[src/rtl/data_mem_arbiter_pkg.sv]
// rtl/data_mem_arbiter_pkg.sv - shared types for the data_mem arbiter
package data_mem_arb_pkg;

   typedef enum logic {ARB, ACCESS} state_t;
   typedef enum logic [1:0] {NONE, CORE, HOST} owner_t;

   localparam int WAIT_W = 4;

endpackage

[src/rtl/data_mem_arbiter_if.sv]
// rtl/data_mem_arbiter_if.sv - core/host request ports and data_mem pins
interface data_mem_arbiter_if #(
   parameter int AW = 8,
   parameter int DW = 8
);
   logic          c_req;
   logic          c_we;
   logic [AW-1:0] c_addr;
   logic [DW-1:0] c_wdata;
   logic          c_gnt;
   logic          c_rvalid;
   logic [DW-1:0] c_rdata;
   logic          c_stall;

   logic          h_req;
   logic          h_we;
   logic [AW-1:0] h_addr;
   logic [DW-1:0] h_wdata;
   logic          h_lock;
   logic          h_gnt;
   logic          h_rvalid;
   logic [DW-1:0] h_rdata;

   logic [AW-1:0] mem_addr;
   logic [DW-1:0] mem_wdata;
   logic          mem_we;
   logic          mem_re;
   logic [DW-1:0] mem_rdata;

   modport slave (
      input  c_req, c_we, c_addr, c_wdata,
      output c_gnt, c_rvalid, c_rdata, c_stall,
      input  h_req, h_we, h_addr, h_wdata, h_lock,
      output h_gnt, h_rvalid, h_rdata,
      output mem_addr, mem_wdata, mem_we, mem_re,
      input  mem_rdata
   );

   modport master (
      output c_req, c_we, c_addr, c_wdata,
      input  c_gnt, c_rvalid, c_rdata, c_stall,
      output h_req, h_we, h_addr, h_wdata, h_lock,
      input  h_gnt, h_rvalid, h_rdata,
      input  mem_addr, mem_wdata, mem_we, mem_re,
      output mem_rdata
   );
endinterface

[src/rtl/data_mem_arbiter_arb_rr_pick.sv]
// rtl/data_mem_arbiter_arb_rr_pick.sv - round-robin winner selection
// A locked host keeps the memory only while the core has not starved.
module arb_rr_pick
   import data_mem_arb_pkg::*;
(
   input  logic   c_req,
   input  logic   h_req,
   input  logic   h_lock,
   input  owner_t last_win,
   input  logic   starve,
   output owner_t winner
);

   always_comb begin
      winner = NONE;
      if (c_req && h_req) begin
         if (last_win == HOST && h_lock && !starve)
            winner = HOST;
         else if (last_win == HOST)
            winner = CORE;
         else
            winner = HOST;
      end else if (c_req) begin
         winner = CORE;
      end else if (h_req) begin
         winner = HOST;
      end
   end

endmodule

[src/rtl/data_mem_arbiter.sv]
// rtl/data_mem_arbiter.sv - shares single-port data_mem between core and host
// Two-cycle ARB/ACCESS sequence; the memory command is registered at the ARB edge.
module data_mem_arbiter
   import data_mem_arb_pkg::*;
#(
   parameter int AW       = 8,
   parameter int DW       = 8,
   parameter int MAX_WAIT = 4
) (
   input  logic                CLK,
   input  logic                reset_n,
   data_mem_arbiter_if.slave   bus,
   output logic [15:0]         conflict_ct
);

   state_t            state_q;
   owner_t            owner_q;
   owner_t            last_win_q;
   owner_t            winner;
   logic [WAIT_W-1:0] wait_q;
   logic [15:0]       conflict_q;
   logic [AW-1:0]     mem_addr_q;
   logic [DW-1:0]     mem_wdata_q;
   logic              mem_we_q;
   logic              mem_re_q;
   logic              c_gnt_q;
   logic              h_gnt_q;
   logic              c_rvalid_q;
   logic              h_rvalid_q;
   logic [DW-1:0]     c_rdata_q;
   logic [DW-1:0]     h_rdata_q;
   logic              starve;
   logic              pick_host;

   assign starve    = (wait_q >= WAIT_W'(MAX_WAIT));
   assign pick_host = (winner == HOST);

   arb_rr_pick u_pick (
      .c_req    (bus.c_req),
      .h_req    (bus.h_req),
      .h_lock   (bus.h_lock),
      .last_win (last_win_q),
      .starve   (starve),
      .winner   (winner)
   );

   always_ff @(posedge CLK or negedge reset_n) begin
      if (!reset_n) begin
         state_q     <= ARB;
         owner_q     <= NONE;
         last_win_q  <= HOST;
         wait_q      <= '0;
         conflict_q  <= '0;
         mem_addr_q  <= '0;
         mem_wdata_q <= '0;
         mem_we_q    <= 1'b0;
         mem_re_q    <= 1'b0;
         c_gnt_q     <= 1'b0;
         h_gnt_q     <= 1'b0;
         c_rvalid_q  <= 1'b0;
         h_rvalid_q  <= 1'b0;
         c_rdata_q   <= '0;
         h_rdata_q   <= '0;
      end else begin
         c_rvalid_q <= 1'b0;
         h_rvalid_q <= 1'b0;

         if (c_gnt_q)
            wait_q <= '0;
         else if (bus.c_req && wait_q != {WAIT_W{1'b1}})
            wait_q <= wait_q + 1'b1;

         case (state_q)
            ARB: begin
               if (bus.c_req && bus.h_req && conflict_q != 16'hFFFF)
                  conflict_q <= conflict_q + 16'd1;
               if (winner != NONE) begin
                  mem_addr_q  <= pick_host ? bus.h_addr  : bus.c_addr;
                  mem_wdata_q <= pick_host ? bus.h_wdata : bus.c_wdata;
                  mem_we_q    <= pick_host ? bus.h_we    : bus.c_we;
                  mem_re_q    <= pick_host ? !bus.h_we   : !bus.c_we;
                  c_gnt_q     <= !pick_host;
                  h_gnt_q     <= pick_host;
                  owner_q     <= winner;
                  last_win_q  <= winner;
                  state_q     <= ACCESS;
               end
            end
            ACCESS: begin
               // Read data is only trusted at the closing edge of the single access cycle.
               if (mem_re_q && owner_q == CORE) begin
                  c_rdata_q  <= bus.mem_rdata;
                  c_rvalid_q <= 1'b1;
               end
               if (mem_re_q && owner_q == HOST) begin
                  h_rdata_q  <= bus.mem_rdata;
                  h_rvalid_q <= 1'b1;
               end
               mem_we_q <= 1'b0;
               mem_re_q <= 1'b0;
               c_gnt_q  <= 1'b0;
               h_gnt_q  <= 1'b0;
               owner_q  <= NONE;
               state_q  <= ARB;
            end
            default: state_q <= ARB;
         endcase
      end
   end

   assign bus.mem_addr  = mem_addr_q;
   assign bus.mem_wdata = mem_wdata_q;
   assign bus.mem_we    = mem_we_q;
   assign bus.mem_re    = mem_re_q;
   assign bus.c_gnt     = c_gnt_q;
   assign bus.h_gnt     = h_gnt_q;
   assign bus.c_rvalid  = c_rvalid_q;
   assign bus.h_rvalid  = h_rvalid_q;
   assign bus.c_rdata   = c_rdata_q;
   assign bus.h_rdata   = h_rdata_q;
   assign bus.c_stall   = (bus.c_req & ~c_gnt_q) | c_rvalid_q;
   assign conflict_ct   = conflict_q;

endmodule

[src/flat_wrapper.sv]
// flat-port wrapper written by rule: the top's interface ports become plain ports
module data_mem_arbiter_flat import data_mem_arb_pkg::*;
#(
   parameter int AW       = 8,
   parameter int DW       = 8,
   parameter int MAX_WAIT = 4
)
  (CLK, reset_n, conflict_ct, bus_c_req, bus_c_we, bus_c_addr, bus_c_wdata, bus_c_gnt, bus_c_rvalid, bus_c_rdata, bus_c_stall, bus_h_req, bus_h_we, bus_h_addr, bus_h_wdata, bus_h_lock, bus_h_gnt, bus_h_rvalid, bus_h_rdata, bus_mem_addr, bus_mem_wdata, bus_mem_we, bus_mem_re, bus_mem_rdata);
  data_mem_arbiter_if #(.AW(AW), .DW(DW)) bus_i ();
  input  logic CLK;
  input  logic reset_n;
  output logic [15:0] conflict_ct;
  input wire logic [$bits(bus_i.c_req)-1:0] bus_c_req;
  input wire logic [$bits(bus_i.c_we)-1:0] bus_c_we;
  input wire logic [$bits(bus_i.c_addr)-1:0] bus_c_addr;
  input wire logic [$bits(bus_i.c_wdata)-1:0] bus_c_wdata;
  output wire logic [$bits(bus_i.c_gnt)-1:0] bus_c_gnt;
  output wire logic [$bits(bus_i.c_rvalid)-1:0] bus_c_rvalid;
  output wire logic [$bits(bus_i.c_rdata)-1:0] bus_c_rdata;
  output wire logic [$bits(bus_i.c_stall)-1:0] bus_c_stall;
  input wire logic [$bits(bus_i.h_req)-1:0] bus_h_req;
  input wire logic [$bits(bus_i.h_we)-1:0] bus_h_we;
  input wire logic [$bits(bus_i.h_addr)-1:0] bus_h_addr;
  input wire logic [$bits(bus_i.h_wdata)-1:0] bus_h_wdata;
  input wire logic [$bits(bus_i.h_lock)-1:0] bus_h_lock;
  output wire logic [$bits(bus_i.h_gnt)-1:0] bus_h_gnt;
  output wire logic [$bits(bus_i.h_rvalid)-1:0] bus_h_rvalid;
  output wire logic [$bits(bus_i.h_rdata)-1:0] bus_h_rdata;
  output wire logic [$bits(bus_i.mem_addr)-1:0] bus_mem_addr;
  output wire logic [$bits(bus_i.mem_wdata)-1:0] bus_mem_wdata;
  output wire logic [$bits(bus_i.mem_we)-1:0] bus_mem_we;
  output wire logic [$bits(bus_i.mem_re)-1:0] bus_mem_re;
  input wire logic [$bits(bus_i.mem_rdata)-1:0] bus_mem_rdata;
  assign bus_i.c_req = bus_c_req;
  assign bus_i.c_we = bus_c_we;
  assign bus_i.c_addr = bus_c_addr;
  assign bus_i.c_wdata = bus_c_wdata;
  assign bus_c_gnt = bus_i.c_gnt;
  assign bus_c_rvalid = bus_i.c_rvalid;
  assign bus_c_rdata = bus_i.c_rdata;
  assign bus_c_stall = bus_i.c_stall;
  assign bus_i.h_req = bus_h_req;
  assign bus_i.h_we = bus_h_we;
  assign bus_i.h_addr = bus_h_addr;
  assign bus_i.h_wdata = bus_h_wdata;
  assign bus_i.h_lock = bus_h_lock;
  assign bus_h_gnt = bus_i.h_gnt;
  assign bus_h_rvalid = bus_i.h_rvalid;
  assign bus_h_rdata = bus_i.h_rdata;
  assign bus_mem_addr = bus_i.mem_addr;
  assign bus_mem_wdata = bus_i.mem_wdata;
  assign bus_mem_we = bus_i.mem_we;
  assign bus_mem_re = bus_i.mem_re;
  assign bus_i.mem_rdata = bus_mem_rdata;
  data_mem_arbiter #(.AW(AW), .DW(DW), .MAX_WAIT(MAX_WAIT)) u_core (.CLK(CLK), .reset_n(reset_n), .bus(bus_i), .conflict_ct(conflict_ct));
endmodule
[config.mk]
export PLATFORM = sky130hd
export DESIGN_NAME = data_mem_arbiter_flat
export DESIGN_NICKNAME = d
export VERILOG_FILES = /design/src/rtl/data_mem_arbiter_pkg.sv /design/src/rtl/data_mem_arbiter_if.sv /design/src/rtl/data_mem_arbiter_arb_rr_pick.sv /design/src/rtl/data_mem_arbiter.sv /design/src/flat_wrapper.sv
export SDC_FILE = /design/constraint.sdc
export NUM_CORES = 1
export LEC_CHECK = 0
export CAP_MARGIN = 20
export CORE_MARGIN = 1.5
export CORE_UTILIZATION = 30
export DETAILED_ROUTE_END_ITERATION = 7
export HOLD_SLACK_MARGIN = 0.02
export PLACE_DENSITY = 0.55
export SLEW_MARGIN = 25
export SYNTH_ARGS = -nofsm -noshare
export SYNTH_HDL_FRONTEND = slang
export SYNTH_SLANG_ARGS = --single-unit
[constraint.sdc]
create_clock -name CLK -period 3.2 [get_ports CLK]
set_input_delay 0.96 -clock CLK [delete_from_list [all_inputs] [get_ports CLK]]
set_output_delay 0.96 -clock CLK [all_outputs]
set_load 0.01 [all_outputs]
==> results.md, run 1 <==
* Num rows at 35
* Xor-xnor portion of the synthesized cell area at 0.0400
* Placer Congestion at 0.734
* Syn nets at 326
* Power per cell area at 658 nW/um^2
* Final Hold Viols at 0
* GRT Overall Usage at 0.148
* Wire per inst at 13.3 um
* Comb power frac at 0.317
* CTS tree: done
* Global route overflow at 0
* Critical path class: input pin to output port
* Max Freq at 360 MHz
* Largest family of logic cells by synthesized area: simple AND/OR/NAND/NOR gates
* RSZ-0062 raised after global routing: no
* Detailed-route DRC error count at 0
* Pleak at 1.88 nW
* Flops & latches, synth at 63
* Power Internal at 1.95 mW
* Final WL at 7000 um
* Largest net degree at the start of global routing at 34
* CP arrival at 1.82 ns
* First-pass GRT wire length at 11,500 um
* Final ANT Viol Nets at 0
* Critical Path Fanout Max at 2
* PortBufs at 101
* Mean Syn Cell Area at 10.3 um^2
* Antenna Cells at 0
* Post-cts hold buffer count at 0
* Vias in the first global route at 2,348
* Status: complete, no violations
* Layout net count at 440
* Register area share after synthesis at 0.554
* DP Wirelength at 5040 um
* Die Span Y at 100 um
* Max VDD drop at 273 uV
* Worst-Margin Slew at 0.564 ns
* Post_cts resized at 0
* Syn. warnings at 0
* Clock skew at 0.00999 ns
* Initial Utilization at 0.308
* Post-Synth Adder-Cell Area at 0.00879
* Bufs on Longest Clock Path at 2
* Fin. max-slew vios at 0
* Vias per std cell at 4.54
* Slew Limit Headroom at 0.624
* Fin util at 0.461
* Hold WS at 0.462 ns
* Die width at 100 um
* Switching share of total power at 0.305
* Layout area overhead at 49.5%
* Simple-gate share of the synthesized area at 0.219
* Syn Std Cell Area at 2850 um^2
* Compound-cell area share of the yosys netlist at 0.0760
* P_sw at 0.854 mW
* Crit path capture type: output port
* First-pass detailed-route iteration total at 4
* CTS Sinks at 63
* Final Critical Period at 2.78 ns
* Post-route setup TNS at 0 ns
* Yosys cell types at 47
* Initial drt markers at 63
* Mux share of post-synthesis cell area at 0.0756
* Post-CTS setup buffers at 0
* Worst Hold Class: register to register
* Tcrit/Tclk final at 0.867
* CP required at 2.24 ns
* TritonCTS Buffers at 9
* Syn Inst Count at 277
* Worst skew pair latency at 0.34 ns
* CTS H-tree lvls at 3
* Root buffer cell: clkbuf_8
* Vias at 2,382
* Reg power frac at 0.420
* Setup Viol. Count Final at 0
* Initial antenna violation count at 0
* Die area at 10,100 um^2
* Top Ports at 102
* Share of cells above drive strength 1 at 0.0985
* Core region area at 9240 um^2
* Clock network fraction of design power at 0.263
* Startpoint types: input pin
* Max cap viols at 0
* Clock-pin slew on the worst setup and hold paths at 0.07 ns
state kept, by name, summed over array words and instances (netlist names):
signal / cells
u_core.bus.mem_addr: 8
u_core.wait_q: 4
u_core.bus.h_rvalid: 1
u_core.bus.mem_re: 1
u_core.bus.h_rdata: 8
u_core.bus.c_gnt: 1
u_core.bus.mem_wdata: 8
u_core.state_q: 1
u_core.bus.c_rdata: 8
u_core.bus.c_rvalid: 1
u_core.owner_q: 2
u_core.conflict_ct: 16
u_core.bus.h_gnt: 1
u_core.bus.mem_we: 1
u_core.last_win_q: 2
cell families (layout without fill, tap and decap cells):
family / Yosys count / in the layout
AOI/OAI and AO/OA: 39 / 39
xor gates and xnor gates: 13 / 13
adders and majority gates: 2 / 2
buffers and inverters: 15 / 134
DFF: 63 / 63
muxes: 21 / 21
and+or+nand+nor: 124 / 124
cell usage in the layout, fill, tap and decap left out, types with 2 or more instances in the layout:
master	n
mux2_2	2
buf_4	10
nor2_1	24
clkdlybuf4s50_1	99
ha_1	2
mux2i_1	17
xnor2_1	4
clkinv_1	2
xor2_1	9
nand2b_1	2
nand4b_1	3
nor4_1	2
nor3_1	4
nand3_1	9
o31ai_1	2
clkbuf_1	2
a21oi_1	24
nand4_1	3
clkbuf_8	12
o21ai_0	6
dfrtp_1	62
nand2_1	61
mux2_1	2
inv_1	4
routing by layer:
layer  vias up  wire length, um  track usage
li1       1177                -            -
met1      1119             3210        0.199
met2        77             3250        0.220
met3         9              471       0.0571
met4         0               76       0.0466
met5         -                0            0
critical path, stage by stage:
cell	delay [ns]
clkdlybuf4s50_1	0.50
inv_2	0.05
o21bai_1	0.12
dlymetal6s2s_1	0.18
through the flow:
stage / worst slack [ns] / std cells / power, mW / instance area [um^2]
finish: 0.425 / 525 / 2.80 / 4260
global route: 0.372 / 525 / 3.00 / 4260
CTS: 0.0189 / 525 / 2.85 / 4260
detailed placement: 0.0234 / 509 / 2.09 / 4050
global placement: 0.00825 / 509 / 2.08 / 4050
floorplan: 0.867 / 277 / 1.55 / 2850
power by group through the flow:
stage | registers, mW | clock network [mW] | logic [mW]
detailed placement | 1.19 | 0 | 0.900
global placement | 1.19 | 0 | 0.892
floorplan | 1.26 | 0 | 0.289
global route | 1.22 | 0.805 | 0.981
CTS | 1.18 | 0.761 | 0.906
finish | 1.18 | 0.737 | 0.889
path summary, 6_finish.rpt:
path                                             from  slack, ns  cells after the start                     to
worst max-delay path                        bus_c_req       0.42                      4            bus_c_stall
worst min-delay path             u_core.last_win_q[1]       0.46                      2   u_core.last_win_q[1]
worst max register to register  u_core.conflict_ct[0]       1.33                      5  u_core.conflict_ct[1]
worst min register to register   u_core.last_win_q[1]       0.46                      2   u_core.last_win_q[1]
max in group asynchronous                     reset_n       1.93                      2  u_core.bus.c_rdata[7]
min in group asynchronous                     reset_n       0.60                      1       u_core.wait_q[0]
synth_stat cells (all sizes together):
cell / number / share of area
nand3b: 1 / 0.0026
inv: 5 / 0.0066
o21bai: 1 / 0.0026
nand4b: 3 / 0.0092
and3b: 1 / 0.0031
dfstp: 1 / 0.0092
o31a: 1 / 0.0031
clkbuf: 4 / 0.0053
mux2: 4 / 0.016
buf: 4 / 0.012
or4: 1 / 0.0040
ha: 2 / 0.0088
xor2: 9 / 0.028
nor2: 25 / 0.034
nand4: 5 / 0.018
o31ai: 2 / 0.0053
nand3: 10 / 0.019
o211ai: 1 / 0.0026
or4b: 1 / 0.0035
a2bb2oi: 1 / 0.0031
nor4: 3 / 0.012
nor3: 5 / 0.011
and4: 1 / 0.0031
o21a: 1 / 0.0026
nand2b: 2 / 0.0044
nor4b: 1 / 0.0031
and3: 2 / 0.0048
nor3b: 2 / 0.0070
o21ai: 6 / 0.011
mux2i: 17 / 0.060
nand2: 61 / 0.080
xnor2: 4 / 0.012
dfrtp: 62 / 0.54
a31oi: 1 / 0.0022
a21oi: 25 / 0.044
clkinv: 2 / 0.0026
layout make-up:
class                   count  area (um^2)
well taps                 129          161
clock buffers              14          173
repair buffers            111         1080
multi-input cells         199         1200
flip-flops and latches     63         1580
inverters                   7         26.3
fillers                   906         4980
clock inverters             2         37.5
Note: power is estimated with default switching activity, not from simulation.
==> run 2, diff against run 1 <==
Settings changed: SLEW_MARGIN 25 to 20.
==> results of run 2 <==
Final layout, timing and power as in run 1 (identical DEF).
==> run 3, diff against run 2 <==
Settings changed: CORE_UTILIZATION 30 to 48, PLACE_DENSITY 0.55 to 0.83.
==> results.md, run 3 (same netlist as run 1, synthesis figures left out) <==
* Final Hold Viols at 0
* Initial antenna violation count at 0
* Placer Congestion at 0.838
* Tcrit/Tclk final at 0.980
* Initial Utilization at 0.508
* GRT Overall Usage at 0.230
* Critical path class: input pin to output port
* Power Internal at 2.06 mW
* Post-CTS setup buffers at 0
* R2R depth at 5
* Worst skew pair latency at 0.33 ns
* CP endpoint: bus_c_stall
* CP required at 2.24 ns
* Critical Path Start: bus_c_req
* First-pass detailed-route iteration total at 4
* Reg power frac at 0.403
* Post-route setup TNS at 0 ns
* CTS Sinks at 63
* Pleak at 1.87 nW
* Vias per std cell at 5.21
* Post_cts resized at 0
* Most frequent cells in the layout: clkdlybuf4s50_1 (100), dfrtp_1 (62), nand2_1 (61)
* Filler Cell Count at 416
* Max Freq at 319 MHz
* Layout area overhead at 47.4%
* Worst Hold Class: register to register
* Final WL at 6810 um
* Largest net degree at the start of global routing at 41
* Startpoint types: input pin
* Crit path capture type: output port
* Share of cells above drive strength 1 at 0.0967
* Setup Viol. Count Final at 0
* Global route overflow at 0
* Worst reg2reg path endpoint: u_core.conflict_ct[1]
* Status: complete, no violations
* RSZ-0062 raised after global routing: no
* Clock skew at 0.00725 ns
* Max cap viols at 0
* Bufs on Longest Clock Path at 2
* Final Critical Period at 3.14 ns
* Core region area at 5610 um^2
* Fin util at 0.748
* DP Wirelength at 4890 um
* Wire per inst at 14.6 um
* CTS tree: done
* Slew Limit Headroom at 0.441
* Crit Reg-Reg Startpoint: u_core.conflict_ct[0]
* Worst-Margin Slew at 0.839 ns
* Switching share of total power at 0.297
* Vias at 2,424
* Die width at 80.0 um
* CP arrival at 2.18 ns
* Detailed-route DRC error count at 0
* Fin. max-slew vios at 0
* Comb power frac at 0.309
* First-pass GRT wire length at 11,400 um
* Die area at 6400 um^2
* TritonCTS Buffers at 9
* Root buffer cell: clkbuf_8
* Antenna Cells at 0
* Final ANT Viol Nets at 0
* Num rows at 27
* Die Span Y at 80.0 um
* Post-cts hold buffer count at 0
* Max VDD drop at 407 uV
* Clock-pin slew on the worst setup and hold paths at 0.07 ns
* Layout net count at 437
* Critical Path Fanout Max at 2
* Clock network fraction of design power at 0.288
* Max reg flops at 16
* Power per cell area at 698 nW/um^2
* CTS H-tree lvls at 3
* PortBufs at 101
* P_sw at 0.869 mW
* Most common cell after layout, fill and taps aside: clkdlybuf4s50_1
* Vias in the first global route at 2,369
* Initial drt markers at 129
* Top Ports at 102
* Setup slack, reg-to-reg at 1.34 ns
run 3: cell types whose count changed in the layout (fill, tap and decap cells not counted):
cell / delta
dlymetal6s2s_1: -1
clkbuf_8: -2
bufinv_16: +2
clkinv_2: +2
clkdlybuf4s50_1: +1
buf_4: -3
clkbuf_1: -2
run 3: metrics by stage:
step	setup WS (ns)	hold WS (ns)	std cells	area, um^2	power (mW)
floorplan	0.867	0.440	277	2850	1.55
global route	0.0122	0.482	465	4200	3.09
global placement	0.0778	0.450	449	3950	2.06
detailed placement	0.0670	0.457	449	3950	2.10
CTS	0.0626	0.468	465	4200	2.96
finish	0.0632	0.465	465	4200	2.93
run 3: power groups by stage:
stage / clock network (mW) / logic, mW / registers, mW
floorplan: 0 / 0.289 / 1.26
global placement: 0 / 0.880 / 1.18
detailed placement: 0 / 0.910 / 1.19
CTS: 0.859 / 0.917 / 1.18
global route: 0.897 / 0.990 / 1.21
finish: 0.845 / 0.905 / 1.18
run 3: how the worst min path moves through the flow:
stage / endpoint / cells past startpoint / slack (ns) / start
2_1_floorplan: u_core.last_win_q[1] / 2 / 0.44 / u_core.last_win_q[1]
3_3_place_gp: u_core.last_win_q[1] / 2 / 0.45 / u_core.last_win_q[1]
3_5_place_dp: u_core.last_win_q[1] / 2 / 0.46 / u_core.last_win_q[1]
4_1_cts: u_core.last_win_q[1] / 2 / 0.47 / u_core.last_win_q[1]
5_1_grt: u_core.last_win_q[1] / 2 / 0.48 / u_core.last_win_q[1]
6_report: u_core.last_win_q[1] / 2 / 0.47 / u_core.last_win_q[1]
run 3: routing by layer:
layer | wire (um) | part of all wire | global-route usage
met5 | 0 | 0 | 0
met4 | 112 | 0.016 | 0.0741
met3 | 363 | 0.053 | 0.0423
met2 | 3470 | 0.51 | 0.381
met1 | 2860 | 0.42 | 0.305
run 3: critical path, stage by stage:
cell and delay, ns:
clkdlybuf4s50_1 0.50, inv_2 0.04, o21bai_1 0.13, clkdlybuf4s50_1 0.55
run 3: cell type report:
class | instances | area [um^2] | share of cell area
multi-input combinational | 199 | 1200 | 0.286
sequential | 63 | 1580 | 0.376
clock inverter | 6 | 108 | 0.0256
clock buffer | 10 | 138 | 0.0328
tap | 72 | 90.1 | 0.0215
timing repair buffer | 108 | 1060 | 0.252
inverter | 7 | 26.3 | 0.00626
